File: config.mk
export PLATFORM = sky130hd
export DESIGN_NAME = load_store_unit
export DESIGN_NICKNAME = d
export VERILOG_FILES = /design/src/rtl/load_store_unit.sv
export SDC_FILE = /design/constraint.sdc
export NUM_CORES = 1
export LEC_CHECK = 0
export ABC_CLOCK_PERIOD_IN_PS = 9770
export CAP_MARGIN = 0
export CORE_ASPECT_RATIO = 2
export CORE_MARGIN = 5
export CORE_UTILIZATION = 45
export CTS_CLUSTER_SIZE = 24
export DETAILED_ROUTE_END_ITERATION = 12
export PLACE_DENSITY = 0.83
export REMOVE_ABC_BUFFERS = 1
export SLEW_MARGIN = 0
export SYNTH_ARGS = -nofsm -noshare
export SYNTH_HDL_FRONTEND = slang
export SYNTH_SLANG_ARGS = --single-unit
File: constraint.sdc
create_clock -name clk -period 9.77 [get_ports clk]
set_input_delay 1.954 -clock clk [delete_from_list [all_inputs] [get_ports clk]]
set_output_delay 1.954 -clock clk [all_outputs]
set_load 0.005 [all_outputs]
File: src/rtl/load_store_unit.sv
// Load/store unit: core-side handshake to a byte-addressed little-endian data memory, with SB/SH done as read-modify-write.
// Optional MISALIGN_TRAP_EN: misaligned H/W accesses are reported as errors instead of being performed.
module load_store_unit #(
  parameter int MEM_BYTES = 1024,
  parameter int ADDR_W    = 32
) (
  input  logic              clk,
  input  logic              rst,
  input  logic              req_valid,
  output logic              req_ready,
  input  logic              req_we,
  input  logic [2:0]        req_funct3,
  input  logic [ADDR_W-1:0] req_addr,
  input  logic [31:0]       req_wdata,
  output logic              resp_valid,
  output logic [31:0]       resp_rdata,
  output logic              resp_err,
  output logic              mem_we,
  output logic [ADDR_W-1:0] mem_addr,
  output logic [31:0]       mem_wdata,
  input  logic [31:0]       mem_rdata
);

  typedef enum logic [1:0] {IDLE, ACCESS, WRITE, RESP} state_t;

  localparam logic [ADDR_W:0] MEM_LIMIT = (ADDR_W+1)'(MEM_BYTES);

  state_t      state, state_next;
  logic        lat_we;
  logic [2:0]  lat_f3;
  logic [15:0] lat_wdata;
  logic        accept, f3_bad, misaligned, req_bad, is_sw;
  logic [1:0]  size_m1;
  logic [ADDR_W:0] last_byte;
  logic [31:0] merged;

  assign accept = req_valid && req_ready;
  assign is_sw  = lat_we && (lat_f3 == 3'd2);

  // Last byte is computed one bit wider so an access wrapping past the top of the address space is caught.
  always_comb begin
    size_m1 = 2'd3;
    if (req_funct3[1:0] == 2'd0)
      size_m1 = 2'd0;
    else if (req_funct3[1:0] == 2'd1)
      size_m1 = 2'd1;
    last_byte = {1'b0, req_addr} + {{(ADDR_W-1){1'b0}}, size_m1};
    if (req_we)
      f3_bad = (req_funct3 > 3'd2);
    else
      f3_bad = (req_funct3 == 3'd3) || (req_funct3[2:1] == 2'b11);
  end

`ifdef MISALIGN_TRAP_EN
  assign misaligned = ((req_funct3[1:0] == 2'd1) && req_addr[0]) ||
                      ((req_funct3[1:0] == 2'd2) && (req_addr[1:0] != 2'd0));
`else
  assign misaligned = 1'b0;
`endif

  assign req_bad = f3_bad || misaligned || (last_byte >= MEM_LIMIT);
  assign merged  = lat_f3[0] ? {mem_rdata[31:16], lat_wdata} : {mem_rdata[31:8], lat_wdata[7:0]};

  function automatic logic [31:0] extend(input logic [2:0] f3, input logic [31:0] d);
    case (f3)
      3'd0:    extend = {{24{d[7]}}, d[7:0]};
      3'd1:    extend = {{16{d[15]}}, d[15:0]};
      3'd2:    extend = d;
      3'd4:    extend = {24'h0, d[7:0]};
      3'd5:    extend = {16'h0, d[15:0]};
      default: extend = 32'h0;
    endcase
  endfunction

  always_ff @(posedge clk) begin
    if (!rst)
      state <= IDLE;
    else
      state <= state_next;
  end

  always_comb begin
    state_next = state;
    req_ready  = 1'b0;
    resp_valid = 1'b0;
    mem_we     = 1'b0;
    case (state)
      IDLE: begin
        req_ready = 1'b1;
        if (accept)
          state_next = req_bad ? RESP : ACCESS;
      end
      ACCESS: begin
        mem_we     = is_sw;
        state_next = (lat_we && !is_sw) ? WRITE : RESP;
      end
      WRITE: begin
        mem_we     = 1'b1;
        state_next = RESP;
      end
      RESP: begin
        resp_valid = 1'b1;
        state_next = IDLE;
      end
      default: state_next = IDLE;
    endcase
  end

  // mem_addr doubles as the latched request address; errored requests leave the memory port untouched.
  always_ff @(posedge clk) begin
    if (!rst) begin
      lat_we     <= 1'b0;
      lat_f3     <= 3'd0;
      lat_wdata  <= 16'h0;
      mem_addr   <= '0;
      mem_wdata  <= 32'h0;
      resp_rdata <= 32'h0;
      resp_err   <= 1'b0;
    end else begin
      case (state)
        IDLE: begin
          if (accept) begin
            lat_we    <= req_we;
            lat_f3    <= req_funct3;
            lat_wdata <= req_wdata[15:0];
            if (req_bad) begin
              resp_err   <= 1'b1;
              resp_rdata <= 32'h0;
            end else begin
              mem_addr <= req_addr;
              if (req_we && (req_funct3 == 3'd2))
                mem_wdata <= req_wdata;
            end
          end
        end
        ACCESS: begin
          if (!lat_we) begin
            resp_rdata <= extend(lat_f3, mem_rdata);
            resp_err   <= 1'b0;
          end else if (is_sw) begin
            resp_rdata <= 32'h0;
            resp_err   <= 1'b0;
          end else begin
            mem_wdata <= merged;
          end
        end
        WRITE: begin
          resp_rdata <= 32'h0;
          resp_err   <= 1'b0;
        end
        default: ;
      endcase
    end
  end

endmodule

==> summary.md <==
| Metric | Value |
|---|---|
| DRC violations left | 0 |
| Die Span Y | 170 um |
| Post-cts sizing count | 0 |
| Via count | 5717 |
| # H-tree levels | 4 |
| Post-synthesis mux area share | 13.4% |
| Routed WL per cell | 18.0 um |
| Tmin final | 6.02 ns |
| Hold Slack | 0.452 ns |
| Router iterations before antenna repair | 5 |
| Post-Synthesis Cells | 675 |
| Yosys cell types | 55 |
| # rows | 58 |
| TritonCTS clock tree | built |
| Placer Congestion | 0.811 |
| Core region area | 0.0126 mm2 |
| DPL Wire Length | 12600 um |
| Syn avg cell area | 8.53 um2 |
| Filler instances | 1005 |
| Largest family of logic cells by synthesized area | simple AND/OR/NAND/NOR gates |
| Peak supply drop | 0.174 mV |
| Die ar. | 0.0153 mm2 |
| Fin worst setup slack | 3.75 ns |
| Synth warn | 0 |
| Clock Pin Slew Worst Setup and Hold Paths | 0.06 ns |
| Initial Utilization | 45.9% |
| Nets | 954 |
| Worst-margin pin slew | 1.12 ns |
| Clk sinks | 119 |
| Layout cells sized above 1 | 5.83% |
| Most frequent cells in the layout | clkdlybuf4s50_1 (201), nand2_1 (139), dfxtp_1 (119) |
| Critical Path Fanout Max | 32 |
| First DRT Iteration DRCs | 294 |
| Post-synthesis adder-cell area fraction | 1.65% |
| Complex-gate fraction of the synthesized area | 18.3% |
| Setup tns final | 0 ns |
| Initial antenna violation count | 0 |
| Min-delay worst type | reg2reg |
| Reg area | 0.00238 mm2 |
| Main synth FF type | dfxtp_1 |
| Fin. Hold Viols | 0 |
| Mapped cell area | 0.00576 mm2 |
| Simple-gate area share of the yosys netlist | 19.2% |
| Worst path required time | 10.06 ns |
| Xor-xnor portion of the synthesized cell area | 1.22% |
| Startpoint types | primary input |
| Post-synth EDFFs | 0 |
| WL met3 | 834 um |
| Most common cell after layout, fill and taps aside | clkdlybuf4s50_1 |
| Worst skew pair latency | 0.41 ns |
| Tot Pwr | 2.13 mW |
| Leakage power | 3.18 nW |
| I/O Buffers | 202 |
| Drt total wl | 18200 um |
| Period utilisation layout | 61.6% |
| First-pass GRT wire length | 28300 um |
| CP endpoint kind | register |
| Ys async rst share | 0% |
| DR WL met2 | 10200 um |
| Final ANT Viol Nets | 0 |
| Multi-input logic area | 0.00312 mm2 |
| Arrival @ worst endpoint | 6.31 ns |
| Post-CTS Setup Repair Bufs | 0 |
| Vias per inst | 5.67 |
| Clock Tree Buf Depth | 2 |
| GRT Overall Usage | 22.6% |
| Die W | 90.0 um |
| Fmax | 0.166 GHz |
| Seq/Total Area, Yosys | 41.4% |
| P per Cell Area | 254 mW/mm2 |
| Vias in the first global route | 5628 |
| RSZ-0062 raised after global routing | no |
| Max-slew violation total from the final report | 0 |
| Dpl ws | 3.35 ns |
| Pin count of the biggest net entering global routing | 79 |
| Ports | 203 |
| Count of hold-fix buffers inserted at cts | 0 |
| Status | completed |
| Area grow syn2layout | 46.2% |
| Total grt overflow | 0 |
| Total CTS buffers | 17 |
| Endpoints failing setup | 0 |
| Max Used Layer | met4 |
| M1 WL | 6450 um |
| Rel. slew slack | 25.3% |
| WS Path Type | in2reg |
| Max-cap violations | 0 |
| Final Skew | 0.00657 ns |
| Flops & latches, synth | 119 |
| Clock root cell | clkbuf_16 |
-- worst paths after layout --
check	from	to	slack, ns	depth (start not counted)
hold reg to reg	lat_wdata[5]$_SDFFE_PN0P_	lat_wdata[5]$_SDFFE_PN0P_	0.45	2
setup / recovery	req_funct3[1]	mem_addr[28]$_SDFFE_PN0P_	3.75	13
setup reg to reg	state[1]$_SDFFE_PN0N_	mem_wdata[26]$_SDFFE_PN0P_	6.48	6
hold / removal	lat_wdata[5]$_SDFFE_PN0P_	lat_wdata[5]$_SDFFE_PN0P_	0.45	2
-- final cells by class --
type                    count  area share (%)
inverters                  10           0.446
diodes                      1          0.0297
well taps                 150            2.23
repair buffers            206            24.3
flip-flops and latches    119            28.3
clock inverters            13            2.30
multi-input cells         490            37.1
clock buffers              19            5.26
-- flip-flops by register name, indices dropped and copies added, names as in the netlist --
| signal | count |
|---|---|
| lat_f3 | 3 |
| lat_wdata | 16 |
| lat_we | 1 |
| mem_addr | 32 |
| mem_wdata | 32 |
| resp_err | 1 |
| resp_rdata | 32 |
| state | 2 |
-- per-layer routing --
layer / vias up / global-route usage, %
met4: 0 / 11.8
met2: 188 / 43.6
met5: - / 0
met1: 2712 / 22.4
met3: 43 / 4.42
li1: 2774 / -
-- power by group --
part           internal [mW]  switching [mW]  total [mW]
combinational          0.382           0.433       0.815
clock                  0.437           0.233       0.670
sequential             0.587          0.0625       0.650
-- Yosys cell counts, types with 3 or more instances --
cell / count / area (um2)
a311oi_1: 26 / 228
xor2_1: 6 / 52.6
inv_1: 9 / 33.8
or2_2: 3 / 18.8
nor2_1: 11 / 41.3
dfxtp_1: 119 / 2380
and2_1: 3 / 18.8
nand4_1: 12 / 75.1
ha_1: 6 / 75.1
o2111ai_1: 9 / 78.8
nand3_1: 8 / 40.0
o21ai_0: 37 / 185
a21o_1: 3 / 22.5
nand2_1: 139 / 522
buf_2: 4 / 20.0
buf_4: 6 / 45.0
o31a_1: 3 / 26.3
and3_1: 39 / 244
a21oi_1: 66 / 330
nor4_1: 5 / 31.3
clkbuf_1: 44 / 165
mux2i_1: 77 / 771
-- stage by stage --
step,utilization [%],instance area [um2],std cells
floorplan,-,5510,619
global placement,62.0,7780,975
detailed placement,62.0,7780,975
CTS,67.0,8420,1007
global route,67.0,8420,1007
finish,67.1,8420,1008
-- critical path, stage by stage --
cell and delay [ns]:
clkdlybuf4s50_1 0.57, or2_2 0.15, ha_1 0.16, inv_1 0.06, fa_1 0.36, nand4b_1 0.27, nor4_2 0.66, nand3_1 0.15
a211oi_1 0.26, nand4_1 0.26, nor2_1 0.26, nand2_1 0.68, and3_1 0.50
-- cell families (layout without fill, tap and decap cells) --
| group | count (synthesis) | in the layout |
|---|---|---|
| fa+ha+maj | 7 | 7 |
| xor+xnor | 8 | 8 |
| compound gates | 164 | 164 |
| simple gates | 234 | 234 |
| buf+inv | 66 | 248 |
| mux | 77 | 77 |
| other cells | 0 | 1 |
| flops | 119 | 119 |
Note: power is estimated with default switching activity, not from simulation.
